==> config.mk <==
export PLATFORM = sky130hd
export DESIGN_NAME = pipe_perf_monitor_flat
export DESIGN_NICKNAME = d
export VERILOG_FILES = /design/src/rtl/pipe_perf_monitor_if.sv /design/src/rtl/pipe_perf_monitor.sv /design/src/flat_wrapper.sv
export SDC_FILE = /design/constraint.sdc
export NUM_CORES = 1
export LEC_CHECK = 0
export CAP_MARGIN = 25
export CORE_MARGIN = 1
export CORE_UTILIZATION = 55
export CTS_BUF_LIST = sky130_fd_sc_hd__clkbuf_8
export CTS_CLUSTER_DIAMETER = 40
export DETAILED_ROUTE_END_ITERATION = 16
export GPL_TIMING_DRIVEN = 0
export HOLD_SLACK_MARGIN = 0.05
export PLACE_DENSITY = 0.76
export SLEW_MARGIN = 20
export SYNTH_ARGS = -nofsm -noshare
export SYNTH_HDL_FRONTEND = slang
export SYNTH_SLANG_ARGS = --single-unit
==> constraint.sdc <==
create_clock -name clock -period 8.2 [get_ports clock]
set_clock_uncertainty 0.05 [all_clocks]
set_input_delay 1.64 -clock clock [delete_from_list [all_inputs] [get_ports clock]]
set_output_delay 1.64 -clock clock [all_outputs]
set_load 0.01 [all_outputs]
==> src/rtl/pipe_perf_monitor_if.sv <==
// Monitor-facing bus: sampled pipeline stream in, frozen statistics out.
// PERFMON_CPI_EN adds the cpi/cpi_valid result signals.
interface pipe_perf_monitor_if #(
  parameter int unsigned XLEN  = 32,
  parameter int unsigned CNT_W = 32
);
  logic             enable;
  logic             clear;
  logic [XLEN-1:0]  pc;
  logic [XLEN-1:0]  instr;
  logic             stall;
  logic [CNT_W-1:0] cycle_count;
  logic [CNT_W-1:0] instr_count;
  logic [CNT_W-1:0] stall_count;
  logic             halt_detected;
  logic [3:0]       halt_period;
  logic [XLEN-1:0]  halt_pc;
  logic             timeout;
  logic             done;

`ifdef PERFMON_CPI_EN
  logic [15:0]      cpi;
  logic             cpi_valid;

  modport master (
    output enable, clear, pc, instr, stall,
    input  cycle_count, instr_count, stall_count, halt_detected, halt_period,
           halt_pc, timeout, done, cpi, cpi_valid
  );
  modport slave (
    input  enable, clear, pc, instr, stall,
    output cycle_count, instr_count, stall_count, halt_detected, halt_period,
           halt_pc, timeout, done, cpi, cpi_valid
  );
`else
  modport master (
    output enable, clear, pc, instr, stall,
    input  cycle_count, instr_count, stall_count, halt_detected, halt_period,
           halt_pc, timeout, done
  );
  modport slave (
    input  enable, clear, pc, instr, stall,
    output cycle_count, instr_count, stall_count, halt_detected, halt_period,
           halt_pc, timeout, done
  );
`endif
endinterface

==> src/rtl/pipe_perf_monitor.sv <==
// Run-time pipeline monitor: cycle/retire/stall counters, halt-loop and timeout detection.
// Optional Q8.8 CPI serial divider enabled by defining PERFMON_CPI_EN.
module pipe_perf_monitor #(
  parameter int unsigned     XLEN           = 32,
  parameter int unsigned     CNT_W          = 32,
  parameter int unsigned     MAX_PERIOD     = 4,
  parameter int unsigned     STABLE_THRESH  = 3,
  parameter int unsigned     LOOP_MULT      = 2,
  parameter int unsigned     TIMEOUT_CYCLES = 2000,
  parameter logic [XLEN-1:0] NOP_INSN       = XLEN'(32'h00000013)
) (
  input logic                clock,
  input logic                reset,
  pipe_perf_monitor_if.slave mon
);

  localparam int unsigned LOOP_MAX = LOOP_MULT * MAX_PERIOD;
  localparam int unsigned THR_MAX  = (STABLE_THRESH > LOOP_MAX) ? STABLE_THRESH : LOOP_MAX;
  localparam int unsigned M_W      = $clog2(THR_MAX + 1);
  localparam int unsigned HV_W     = $clog2(MAX_PERIOD + 1);

  typedef enum logic [1:0] {ST_RUN, ST_HALTED, ST_TIMEDOUT} state_e;

  function automatic int unsigned thr_of(int unsigned p);
    return (p == 1) ? STABLE_THRESH : LOOP_MULT * p;
  endfunction

  state_e                             state_q, state_d;
  logic [CNT_W-1:0]                   cycle_q, cycle_d;
  logic [CNT_W-1:0]                   instr_q, instr_d;
  logic [CNT_W-1:0]                   stall_q, stall_d;
  logic [MAX_PERIOD-1:0][XLEN-1:0]    hist_q, hist_d;
  logic [XLEN-1:0]                    prev_instr_q, prev_instr_d;
  logic [HV_W-1:0]                    hvalid_q, hvalid_d;
  logic [MAX_PERIOD-1:0][M_W-1:0]     match_q, match_d;
  logic                               halt_q, halt_d;
  logic [3:0]                         period_q, period_d;
  logic [XLEN-1:0]                    hpc_q, hpc_d;
  logic                               timeout_q, timeout_d;
  logic                               done_q, done_d;

  // Sampling, loop matching and end-condition FSM.
  always_comb begin
    logic       hit;
    logic       fire;
    logic [3:0] fire_p;
    state_d      = state_q;
    cycle_d      = cycle_q;
    instr_d      = instr_q;
    stall_d      = stall_q;
    hist_d       = hist_q;
    prev_instr_d = prev_instr_q;
    hvalid_d     = hvalid_q;
    match_d      = match_q;
    halt_d       = halt_q;
    period_d     = period_q;
    hpc_d        = hpc_q;
    timeout_d    = timeout_q;
    done_d       = done_q;
    hit          = 1'b0;
    fire         = 1'b0;
    fire_p       = 4'd0;

    if (state_q == ST_RUN && mon.enable) begin
      if (cycle_q != '1) cycle_d = cycle_q + CNT_W'(1);
      if (mon.stall) begin
        if (stall_q != '1) stall_d = stall_q + CNT_W'(1);
      end else if (mon.instr != NOP_INSN) begin
        if (instr_q != '1) instr_d = instr_q + CNT_W'(1);
      end

      // Lowest period is evaluated first so it wins a simultaneous fire.
      for (int unsigned p = 1; p <= MAX_PERIOD; p++) begin
        hit = (32'(hvalid_q) >= p) && (mon.pc == hist_q[p-1]);
        if (p == 1) hit = hit && (mon.instr == prev_instr_q);
        if (!hit) begin
          match_d[p-1] = '0;
        end else if (match_q[p-1] != '1) begin
          match_d[p-1] = match_q[p-1] + M_W'(1);
        end
        if (!fire && hit && (32'(match_d[p-1]) == thr_of(p))) begin
          fire   = 1'b1;
          fire_p = 4'(p);
        end
      end

      hist_d[0] = mon.pc;
      for (int unsigned k = 1; k < MAX_PERIOD; k++) hist_d[k] = hist_q[k-1];
      prev_instr_d = mon.instr;
      if (32'(hvalid_q) < MAX_PERIOD) hvalid_d = hvalid_q + HV_W'(1);

      if (fire) begin
        state_d  = ST_HALTED;
        halt_d   = 1'b1;
        period_d = fire_p;
        hpc_d    = mon.pc;
        done_d   = 1'b1;
      end else if (TIMEOUT_CYCLES != 0 && cycle_d == CNT_W'(TIMEOUT_CYCLES)) begin
        state_d   = ST_TIMEDOUT;
        timeout_d = 1'b1;
        done_d    = 1'b1;
      end
    end

    if (mon.clear) begin
      state_d      = ST_RUN;
      cycle_d      = '0;
      instr_d      = '0;
      stall_d      = '0;
      hist_d       = '0;
      prev_instr_d = '0;
      hvalid_d     = '0;
      match_d      = '0;
      halt_d       = 1'b0;
      period_d     = 4'd0;
      hpc_d        = '0;
      timeout_d    = 1'b0;
      done_d       = 1'b0;
    end
  end

  always_ff @(posedge clock) begin
    if (!reset) begin
      state_q      <= ST_RUN;
      cycle_q      <= '0;
      instr_q      <= '0;
      stall_q      <= '0;
      hist_q       <= '0;
      prev_instr_q <= '0;
      hvalid_q     <= '0;
      match_q      <= '0;
      halt_q       <= 1'b0;
      period_q     <= 4'd0;
      hpc_q        <= '0;
      timeout_q    <= 1'b0;
      done_q       <= 1'b0;
    end else begin
      state_q      <= state_d;
      cycle_q      <= cycle_d;
      instr_q      <= instr_d;
      stall_q      <= stall_d;
      hist_q       <= hist_d;
      prev_instr_q <= prev_instr_d;
      hvalid_q     <= hvalid_d;
      match_q      <= match_d;
      halt_q       <= halt_d;
      period_q     <= period_d;
      hpc_q        <= hpc_d;
      timeout_q    <= timeout_d;
      done_q       <= done_d;
    end
  end

  assign mon.cycle_count   = cycle_q;
  assign mon.instr_count   = instr_q;
  assign mon.stall_count   = stall_q;
  assign mon.halt_detected = halt_q;
  assign mon.halt_period   = period_q;
  assign mon.halt_pc       = hpc_q;
  assign mon.timeout       = timeout_q;
  assign mon.done          = done_q;

`ifdef PERFMON_CPI_EN
  localparam int unsigned QW   = CNT_W + 8;
  localparam int unsigned DC_W = $clog2(QW + 1);

  logic             busy_q, busy_d;
  logic [DC_W-1:0]  dcnt_q, dcnt_d;
  logic [QW-1:0]    quo_q, quo_d;
  logic [CNT_W-1:0] rem_q, rem_d;
  logic [CNT_W-1:0] den_q, den_d;
  logic [15:0]      cpi_q, cpi_d;
  logic             cpi_valid_q, cpi_valid_d;

  // Restoring divider: (cycle_count << 8) / instr_count, one quotient bit per cycle.
  always_comb begin
    logic [CNT_W:0] trial;
    busy_d      = busy_q;
    dcnt_d      = dcnt_q;
    quo_d       = quo_q;
    rem_d       = rem_q;
    den_d       = den_q;
    cpi_d       = cpi_q;
    cpi_valid_d = cpi_valid_q;
    trial       = {rem_q, quo_q[QW-1]};

    if (mon.clear) begin
      busy_d      = 1'b0;
      dcnt_d      = '0;
      quo_d       = '0;
      rem_d       = '0;
      den_d       = '0;
      cpi_d       = 16'd0;
      cpi_valid_d = 1'b0;
    end else if (state_q == ST_RUN && state_d != ST_RUN) begin
      busy_d = 1'b1;
      dcnt_d = '0;
      quo_d  = {cycle_d, 8'd0};
      rem_d  = '0;
      den_d  = instr_d;
    end else if (busy_q) begin
      if (trial >= {1'b0, den_q}) begin
        rem_d = CNT_W'(trial - {1'b0, den_q});
        quo_d = {quo_q[QW-2:0], 1'b1};
      end else begin
        rem_d = trial[CNT_W-1:0];
        quo_d = {quo_q[QW-2:0], 1'b0};
      end
      dcnt_d = dcnt_q + DC_W'(1);
      if (32'(dcnt_q) == QW - 1) begin
        busy_d      = 1'b0;
        cpi_valid_d = 1'b1;
        if (den_q == '0)          cpi_d = 16'd0;
        else if (|quo_d[QW-1:16]) cpi_d = 16'hFFFF;
        else                      cpi_d = quo_d[15:0];
      end
    end
  end

  always_ff @(posedge clock) begin
    if (!reset) begin
      busy_q      <= 1'b0;
      dcnt_q      <= '0;
      quo_q       <= '0;
      rem_q       <= '0;
      den_q       <= '0;
      cpi_q       <= 16'd0;
      cpi_valid_q <= 1'b0;
    end else begin
      busy_q      <= busy_d;
      dcnt_q      <= dcnt_d;
      quo_q       <= quo_d;
      rem_q       <= rem_d;
      den_q       <= den_d;
      cpi_q       <= cpi_d;
      cpi_valid_q <= cpi_valid_d;
    end
  end

  assign mon.cpi       = cpi_q;
  assign mon.cpi_valid = cpi_valid_q;
`endif

endmodule

==> src/flat_wrapper.sv <==
// flat-port wrapper written by rule: the top's interface ports become plain ports
module pipe_perf_monitor_flat 
#(
  parameter int unsigned     XLEN           = 32,
  parameter int unsigned     CNT_W          = 32,
  parameter int unsigned     MAX_PERIOD     = 4,
  parameter int unsigned     STABLE_THRESH  = 3,
  parameter int unsigned     LOOP_MULT      = 2,
  parameter int unsigned     TIMEOUT_CYCLES = 2000,
  parameter logic [XLEN-1:0] NOP_INSN       = XLEN'(32'h00000013)
)
  (clock, reset, mon_enable, mon_clear, mon_pc, mon_instr, mon_stall, mon_cycle_count, mon_instr_count, mon_stall_count, mon_halt_detected, mon_halt_period, mon_halt_pc, mon_timeout, mon_done);
  pipe_perf_monitor_if #(.XLEN(XLEN), .CNT_W(CNT_W)) mon_i ();
  input logic clock;
  input logic reset;
  input wire logic [$bits(mon_i.enable)-1:0] mon_enable;
  input wire logic [$bits(mon_i.clear)-1:0] mon_clear;
  input wire logic [$bits(mon_i.pc)-1:0] mon_pc;
  input wire logic [$bits(mon_i.instr)-1:0] mon_instr;
  input wire logic [$bits(mon_i.stall)-1:0] mon_stall;
  output wire logic [$bits(mon_i.cycle_count)-1:0] mon_cycle_count;
  output wire logic [$bits(mon_i.instr_count)-1:0] mon_instr_count;
  output wire logic [$bits(mon_i.stall_count)-1:0] mon_stall_count;
  output wire logic [$bits(mon_i.halt_detected)-1:0] mon_halt_detected;
  output wire logic [$bits(mon_i.halt_period)-1:0] mon_halt_period;
  output wire logic [$bits(mon_i.halt_pc)-1:0] mon_halt_pc;
  output wire logic [$bits(mon_i.timeout)-1:0] mon_timeout;
  output wire logic [$bits(mon_i.done)-1:0] mon_done;
  assign mon_i.enable = mon_enable;
  assign mon_i.clear = mon_clear;
  assign mon_i.pc = mon_pc;
  assign mon_i.instr = mon_instr;
  assign mon_i.stall = mon_stall;
  assign mon_cycle_count = mon_i.cycle_count;
  assign mon_instr_count = mon_i.instr_count;
  assign mon_stall_count = mon_i.stall_count;
  assign mon_halt_detected = mon_i.halt_detected;
  assign mon_halt_period = mon_i.halt_period;
  assign mon_halt_pc = mon_i.halt_pc;
  assign mon_timeout = mon_i.timeout;
  assign mon_done = mon_i.done;
  pipe_perf_monitor #(.XLEN(XLEN), .CNT_W(CNT_W), .MAX_PERIOD(MAX_PERIOD), .STABLE_THRESH(STABLE_THRESH), .LOOP_MULT(LOOP_MULT), .TIMEOUT_CYCLES(TIMEOUT_CYCLES), .NOP_INSN(NOP_INSN)) u_core (.clock(clock), .reset(reset), .mon(mon_i));
endmodule
== After elaboration in Yosys (flattened, before gate mapping) ==
Cells that the tools add are included.
Storage, ports and cells
  output and inout bits: 135
  logic and storage cells: 109
  bits in registers: 316
  input port bits: 69
Operators by class
  add/sub/neg operators: 8
  magnitude comparators: 5
  reductions and logical operators: 25
  mux-type cells: 31
  bitwise logic cells: 3
  eq/ne operators: 18
Operators with widths (count)
  $eq A32 B32 Y1: 5
  $add A32 B1 Y32 const B: 3
  $ne A32 B32 Y1 const B: 3
  $mux W32: 2
  $mux W4: 12
  $eq A32 B11 Y1 const B: 1
  $ne A32 B5 Y1 const B: 1
  $add A4 B1 Y4 const B: 4
  $ne A4 B4 Y1 const B: 4
  $logic_and A1 B1 Y1: 13
  $mux W1: 12
  $eq A4 B3 Y1 const B: 2
  $mux W2: 4
  $ge A3 B2 Y1 const B: 2
  $reduce_and A2 Y1: 3
  $reduce_and A3 Y1: 2
  $eq A4 B2 Y1 const B: 1
  $eq A4 B4 Y1 const B: 1
  $reduce_and A4 Y1: 1
  $add A3 B1 Y3 const B: 1
  $ge A3 B1 Y1 const B: 1
  $ge A3 B3 Y1 const B: 1
  $logic_not A1 Y1: 3
  $lt A3 B3 Y1 const B: 1
  other kinds (5): 7

== Logic depth before layout (Yosys ltp) ==
  word-level depth: 27
  mapped depth: 12
  depth with buffers taken out: 10

== Worst setup path after synthesis ==
No wires, ideal clock.
  kind: input to register
  start point: in mon_pc[10]
  end point: reg u_core.period_q[0], in the netlist u_core.mon.halt_period[0]
  buffers on the path: 3
  path slack: 4.389 ns
  data required time: 8.018 ns
  cell stages on the path: 11
  setup time: 0.132 ns
  arrival time: 3.630 ns
  cells stage by stage: clkbuf_1 -> xor2_1 -> nor4_1 -> nand4_1 -> nor4_4 -> and4bb_1 -> o31ai_1 -> buf_6 -> buf_6 -> nor3_1 -> nor3_1
On the way
  longest elaborated chain between the ends: 26
  elaborated cells between the ends (all ways): 45
  classes of those cells: 8 x eq/ne; 21 x mux; 16 x reduce/logical
Ends and longest elaborated chain
  from (decl): line flat_wrapper.sv:18  | input wire logic [$bits(mon_i.pc)-1:0] mon_pc;
  $eq A32 B32 Y1: line pipe_perf_monitor.sv:74  | hit = (32'(hvalid_q) >= p) && (mon.pc == hist_q[p-1]);
  $logic_and A1 B1 Y1: line pipe_perf_monitor.sv:74
  $logic_and A1 B1 Y1: line pipe_perf_monitor.sv:75  | if (p == 1) hit = hit && (mon.instr == prev_instr_q);
  $mux W1: line pipe_perf_monitor.sv:64  | if (state_q == ST_RUN && mon.enable) begin
  $mux W4: line pipe_perf_monitor.sv:76  | if (!hit) begin
  $mux W4: line pipe_perf_monitor.sv:64
  $eq A4 B2 Y1: line pipe_perf_monitor.sv:81  | if (!fire && hit && (32'(match_d[p-1]) == thr_of(p))) begin
  $logic_and A1 B1 Y1: line pipe_perf_monitor.sv:81
  [... 8 more ...]
  $logic_and A1 B1 Y1 (2 in series): line pipe_perf_monitor.sv:81
  $mux W1: line pipe_perf_monitor.sv:81
  $mux W1: line pipe_perf_monitor.sv:64
  $logic_not A1 Y1: line pipe_perf_monitor.sv:81
  $logic_and A1 B1 Y1 (2 in series): line pipe_perf_monitor.sv:81
  $mux W1: line pipe_perf_monitor.sv:81
  $mux W1: line pipe_perf_monitor.sv:64
  $reduce_and A2 Y1 (no line)
  to (signal assigned): line pipe_perf_monitor.sv:147  | period_q <= period_d;
  to (decl): line pipe_perf_monitor.sv:37  | logic [3:0] period_q, period_d;
Several ways; a longest one is shown, not always the timed one. The select of a mux whose other input is x is not followed.
A chain may end at the register's enable or synchronous reset.

== Final worst setup path ==
  start point: in mon_enable
  end point: reg u_core.instr_q[19], in the netlist u_core.mon.instr_count[19]
On the way
  longest elaborated chain between the ends: 2
Ends and longest elaborated chain
  from (decl): line flat_wrapper.sv:16  | input wire logic [$bits(mon_i.enable)-1:0] mon_enable;
  $logic_and A1 B1 Y1: line pipe_perf_monitor.sv:64
  $reduce_and A4 Y1 (no line)
  to (signal assigned): line pipe_perf_monitor.sv:140  | instr_q <= instr_d;
  to (decl): line pipe_perf_monitor.sv:30  | logic [CNT_W-1:0] instr_q, instr_d;
No other way between the ends.

==> metrics.md <==
| Metric | Value |
|---|---|
| Status | `finished, final reports clean` |
| Input/output buffers | `170` |
| WP data arrival | `4.67 ns` |
| Max-slew violation count | `0` |
| RSZ-0062 raised after global routing | `no` |
| Maximum clock frequency | `0.234 GHz` |
| Worst R2R End | `u_core.state_q[1]$_SDFFE_PP0P_` |
| Setup CP Type | `input pin to flop` |
| CORE AREA | `26400 um^2` |
| Critical Path Start Type | `input pin` |
| Worst Reg-to-Reg Cells | `9` |
| Setup crit start | `mon_enable` |
| Comb pwr share | `0.071` |
| Vias/cell | `5.68` |
| Fin crit period | `4.27 ns` |
| Syn Area/Cell | `8.03 um^2` |
| Ports | `204` |
| Vias in the first global route | `12600` |
| Tot Pwr | `0.00323 W` |
| P_leak | `6.30 nW` |
| Sw Share | `0.256` |
| Total wire length | `44.2 mm` |
| Initial antenna violation count | `1` |
| EDFF count, synth | `0` |
| Mapped Cells | `1859` |
| Max_cap viols | `0` |
| # resized after CTS | `0` |
| Grt total ovfl | `0` |
| Reg clk slew, reported paths | `0.06 ns` |
| Clk_lat worst skew | `0.60 ns` |
| Slowest CP cell | `or3b_2` |
| CTS Hold Bufs | `0` |
| Req. time, crit path | `8.60 ns` |
| Router iterations before antenna repair | `6` |
| Wire per inst | `18.0 um` |
| First-pass GRT wire length | `69.1 mm` |
| Total global-route track usage | `0.312` |
| Crit path to | `u_core.mon.instr_count[19]$_SDFFE_PP0P_` |
| Distinct cell type count of the synthesized netlist | `70` |
| R2r setup slk | `4.85 ns` |
| Seq pwr share | `0.481` |
| Placed inst area | `17100 um^2` |
| Detail Route Antenna Nets | `0` |
| Placed cell count | `2364` |
| Worst IR drop on VDD | `169 uV` |
| Layout area overhead | `21.7%` |
| Worst hold stages | `2` |
| # clock sinks | `315` |
| Max Root-Sink Buffers | `3` |
| Post-DP HPWL | `32.9 mm` |
| DRT iter0 DRCs | `1343` |
| Post-layout instance area | `18200 um^2` |
| Buf/Inv on CP | `2` |
| Critical path depth | `10` |
| Share of power burned in the clock network | `0.447` |
| CTS buffer count | `54` |
| Hold WC Path Type | `flop to flop` |
| Initial core utilization | `0.567` |
| Root Buffer | `clkbuf_8` |
| Largest net degree at the start of global routing | `14` |
| Nets | `2165` |
| Setup TNS | `0 ns` |
| Die height | `167 um` |
| P_int | `0.00241 W` |
| Crit-path max cell delay | `0.52 ns` |
| Cell Rows | `59` |
| Die area | `27800 um^2` |
| Share of layout cells above drive strength 1 | `0.0593` |
| Seq/Total Area, Yosys | `0.422` |
| Via count | `14000` |
| Critical path's top delay family | `simple AND/OR/NAND/NOR gates` |
| Switching pwr | `0.000826 W` |
| Final Util | `0.689` |
| Final Hold Fails | `0` |
| Synthesized area | `14900 um^2` |
| Drc violations | `0` |
| Die width | `167 um` |
| Synth Register Bits | `315` |
| Fill cells | `2206` |
| Yosys Warn Count | `0` |
| Reg area | `6310 um^2` |
| Most frequent cell on the critical path | `nor2_1` |
| Area of the multi-input gates | `7980 um^2` |
| Cells along the critical path | `clkdlybuf4s50_1 -> or3b_2 -> nor2_1 -> o21ai_0 -> a21oi_2 -> and3_1 -> clkbuf_1 -> nand4_1 -> xor2_1 -> nor2_1` |
| N_diodes | `0` |
| Least-Margin Pin Slew | `0.957 ns` |
| Nature of the critical path endpoint | `flop` |
| Worst-path fanout max | `10` |
| Final setup viols | `0` |
| Post-Layout Cell Count | `2459` |
| H-tree depth | `2` |
| Setup Buffers After CTS | `0` |
| CTS tree | `built` |
| Synth async-reset ratio | `0` |
| Top_reg_cell synth | `dfxtp_1` |
| Normalized max-slew margin | `0.356` |
| PwrDens | `178 nW/um^2` |
| Syn nets | `1939` |
| Reg-to-Reg Start | `u_core.mon.cycle_count[0]$_SDFFE_PP0P_` |
| Part of the cycle the worst path needs | `0.521` |
| GPL Wtd Cong | `0.974` |
## worst min-delay path: stages, from the launching register on
cell	delay, ns
dfxtp_1	0.31
inv_1	0.05
a21oi_1	0.05
## stage by stage
step                      setup WS (ns)  hold WS (ns)
after floorplan                    4.39         0.381
after global routing               3.79         0.429
after detailed placement           3.39         0.395
after global placement             3.38         0.391
final                              3.93         0.402
after CTS                          3.99         0.404
## worst min-delay path by stage
stage / startpoint / end / slack, ns
final: u_core.mon.halt_detected$_SDFFE_PP0P_ / u_core.mon.halt_detected$_SDFFE_PP0P_ / 0.40
after global routing: u_core.hist_q[101]$_SDFFE_PP0P_ / u_core.hist_q[101]$_SDFFE_PP0P_ / 0.43
after CTS: u_core.mon.halt_detected$_SDFFE_PP0P_ / u_core.mon.halt_detected$_SDFFE_PP0P_ / 0.40
after detailed placement: u_core.mon.halt_detected$_SDFFE_PP0P_ / u_core.mon.halt_detected$_SDFFE_PP0P_ / 0.39
after global placement: u_core.state_q[0]$_SDFFE_PP0P_ / u_core.state_q[0]$_SDFFE_PP0P_ / 0.39
after floorplan: u_core.state_q[1]$_SDFFE_PP0P_ / u_core.state_q[1]$_SDFFE_PP0P_ / 0.38
## cell usage after synthesis, drive strengths merged, types with 2 or more instances
master / n / share of area
o21ai: 23 / 0.0077
o2111ai: 2 / 0.0012
a31oi: 2 / 0.00084
or3b: 2 / 0.0012
buf: 19 / 0.0081
or2: 4 / 0.0017
nand3b: 4 / 0.0020
nand3: 59 / 0.021
nand4bb: 2 / 0.0015
or4: 4 / 0.0023
nor3: 33 / 0.011
xor2: 123 / 0.072
mux2i: 40 / 0.027
a41oi: 2 / 0.0012
nor3b: 4 / 0.0020
inv: 23 / 0.0058
o2bb2ai: 3 / 0.0018
a22oi: 2 / 0.0010
nor2: 161 / 0.040
nand2: 387 / 0.097
nand4: 63 / 0.026
a21oi: 198 / 0.067
clkbuf: 113 / 0.028
xnor2: 124 / 0.073
nor4b: 3 / 0.0022
nor4: 38 / 0.018
ha: 11 / 0.0092
and2: 5 / 0.0021
a211oi: 8 / 0.0040
and4: 10 / 0.0060
dfxtp: 315 / 0.42
o311ai: 4 / 0.0023
nor2b: 7 / 0.0029
nand4b: 3 / 0.0018
and3: 19 / 0.0084
or3: 14 / 0.0060
o31ai: 5 / 0.0025
nand2b: 4 / 0.0017
## cell type report
| cell class | instances | area share |
|---|---|---|
| Buffer | 133 | 0.0306 |
| Clock buffer | 69 | 0.0523 |
| Clock inverter | 26 | 0.00896 |
| Inverter | 23 | 0.00475 |
| Multi-Input combinational cell | 1388 | 0.439 |
| Sequential cell | 315 | 0.347 |
| Tap cell | 335 | 0.0231 |
| Timing Repair Buffer | 170 | 0.0937 |
## power groups by stage
stage	combinational (W)	sequential (W)	clock, W
after global routing	0.000242	0.00156	0.00154
after CTS	0.000225	0.00156	0.00146
after detailed placement	0.000224	0.00159	0
final	0.000230	0.00156	0.00145
after global placement	0.000222	0.00159	0
after floorplan	0.000129	0.00159	0
## flip-flops by register name (all words and copies together) (netlist names)
signal                    count
u_core.hist_q               128
u_core.mon.cycle_count       32
u_core.mon.halt_pc           32
u_core.mon.instr_count       32
u_core.mon.stall_count       32
u_core.prev_instr_q          32
u_core.match_q               16
u_core.hvalid_q               3
u_core.mon.halt_period        3
u_core.state_q                2
u_core.mon.done               1
u_core.mon.halt_detected      1
u_core.mon.timeout            1
## cells by family (layout without fill, tap and decap cells)
kind of cell / count (synthesis) / count (layout) / share of synthesized area
AND/OR/NAND/NOR: 829 / 829 / 0.258
flip-flops: 315 / 315 / 0.422
AO/OA/AOI/OAI: 260 / 260 / 0.0954
XOR/XNOR: 247 / 247 / 0.145
buffers and inverters: 156 / 421 / 0.0430
multiplexers: 40 / 40 / 0.0268
adder cells (fa/ha/maj): 11 / 11 / 0.00922
other: 1 / 1 / 0.000251
## placed cells by master (no fill, tap or decap), drive strengths merged, types with 13 or more instances in the layout
cell type,instances
inv,30
nor4,38
nand3,59
clkbuf,182
and3,19
buf,19
nor3,33
clkinv,13
a21oi,198
xnor2,124
clkdlybuf4s50,170
xor2,123
nand4,63
mux2i,40
nand2,387
nor2,161
o21ai,23
dfxtp,315
or3,14
## routing by layer
layer	vias to the layer above	global-route usage	routed length, um
met5	-	0	17
met4	2	0.0970	1080
met3	74	0.0433	3670
met2	616	0.485	19500
met1	6555	0.448	20000
li1	6714	-	-
Power figures use the tool's default switching activity.
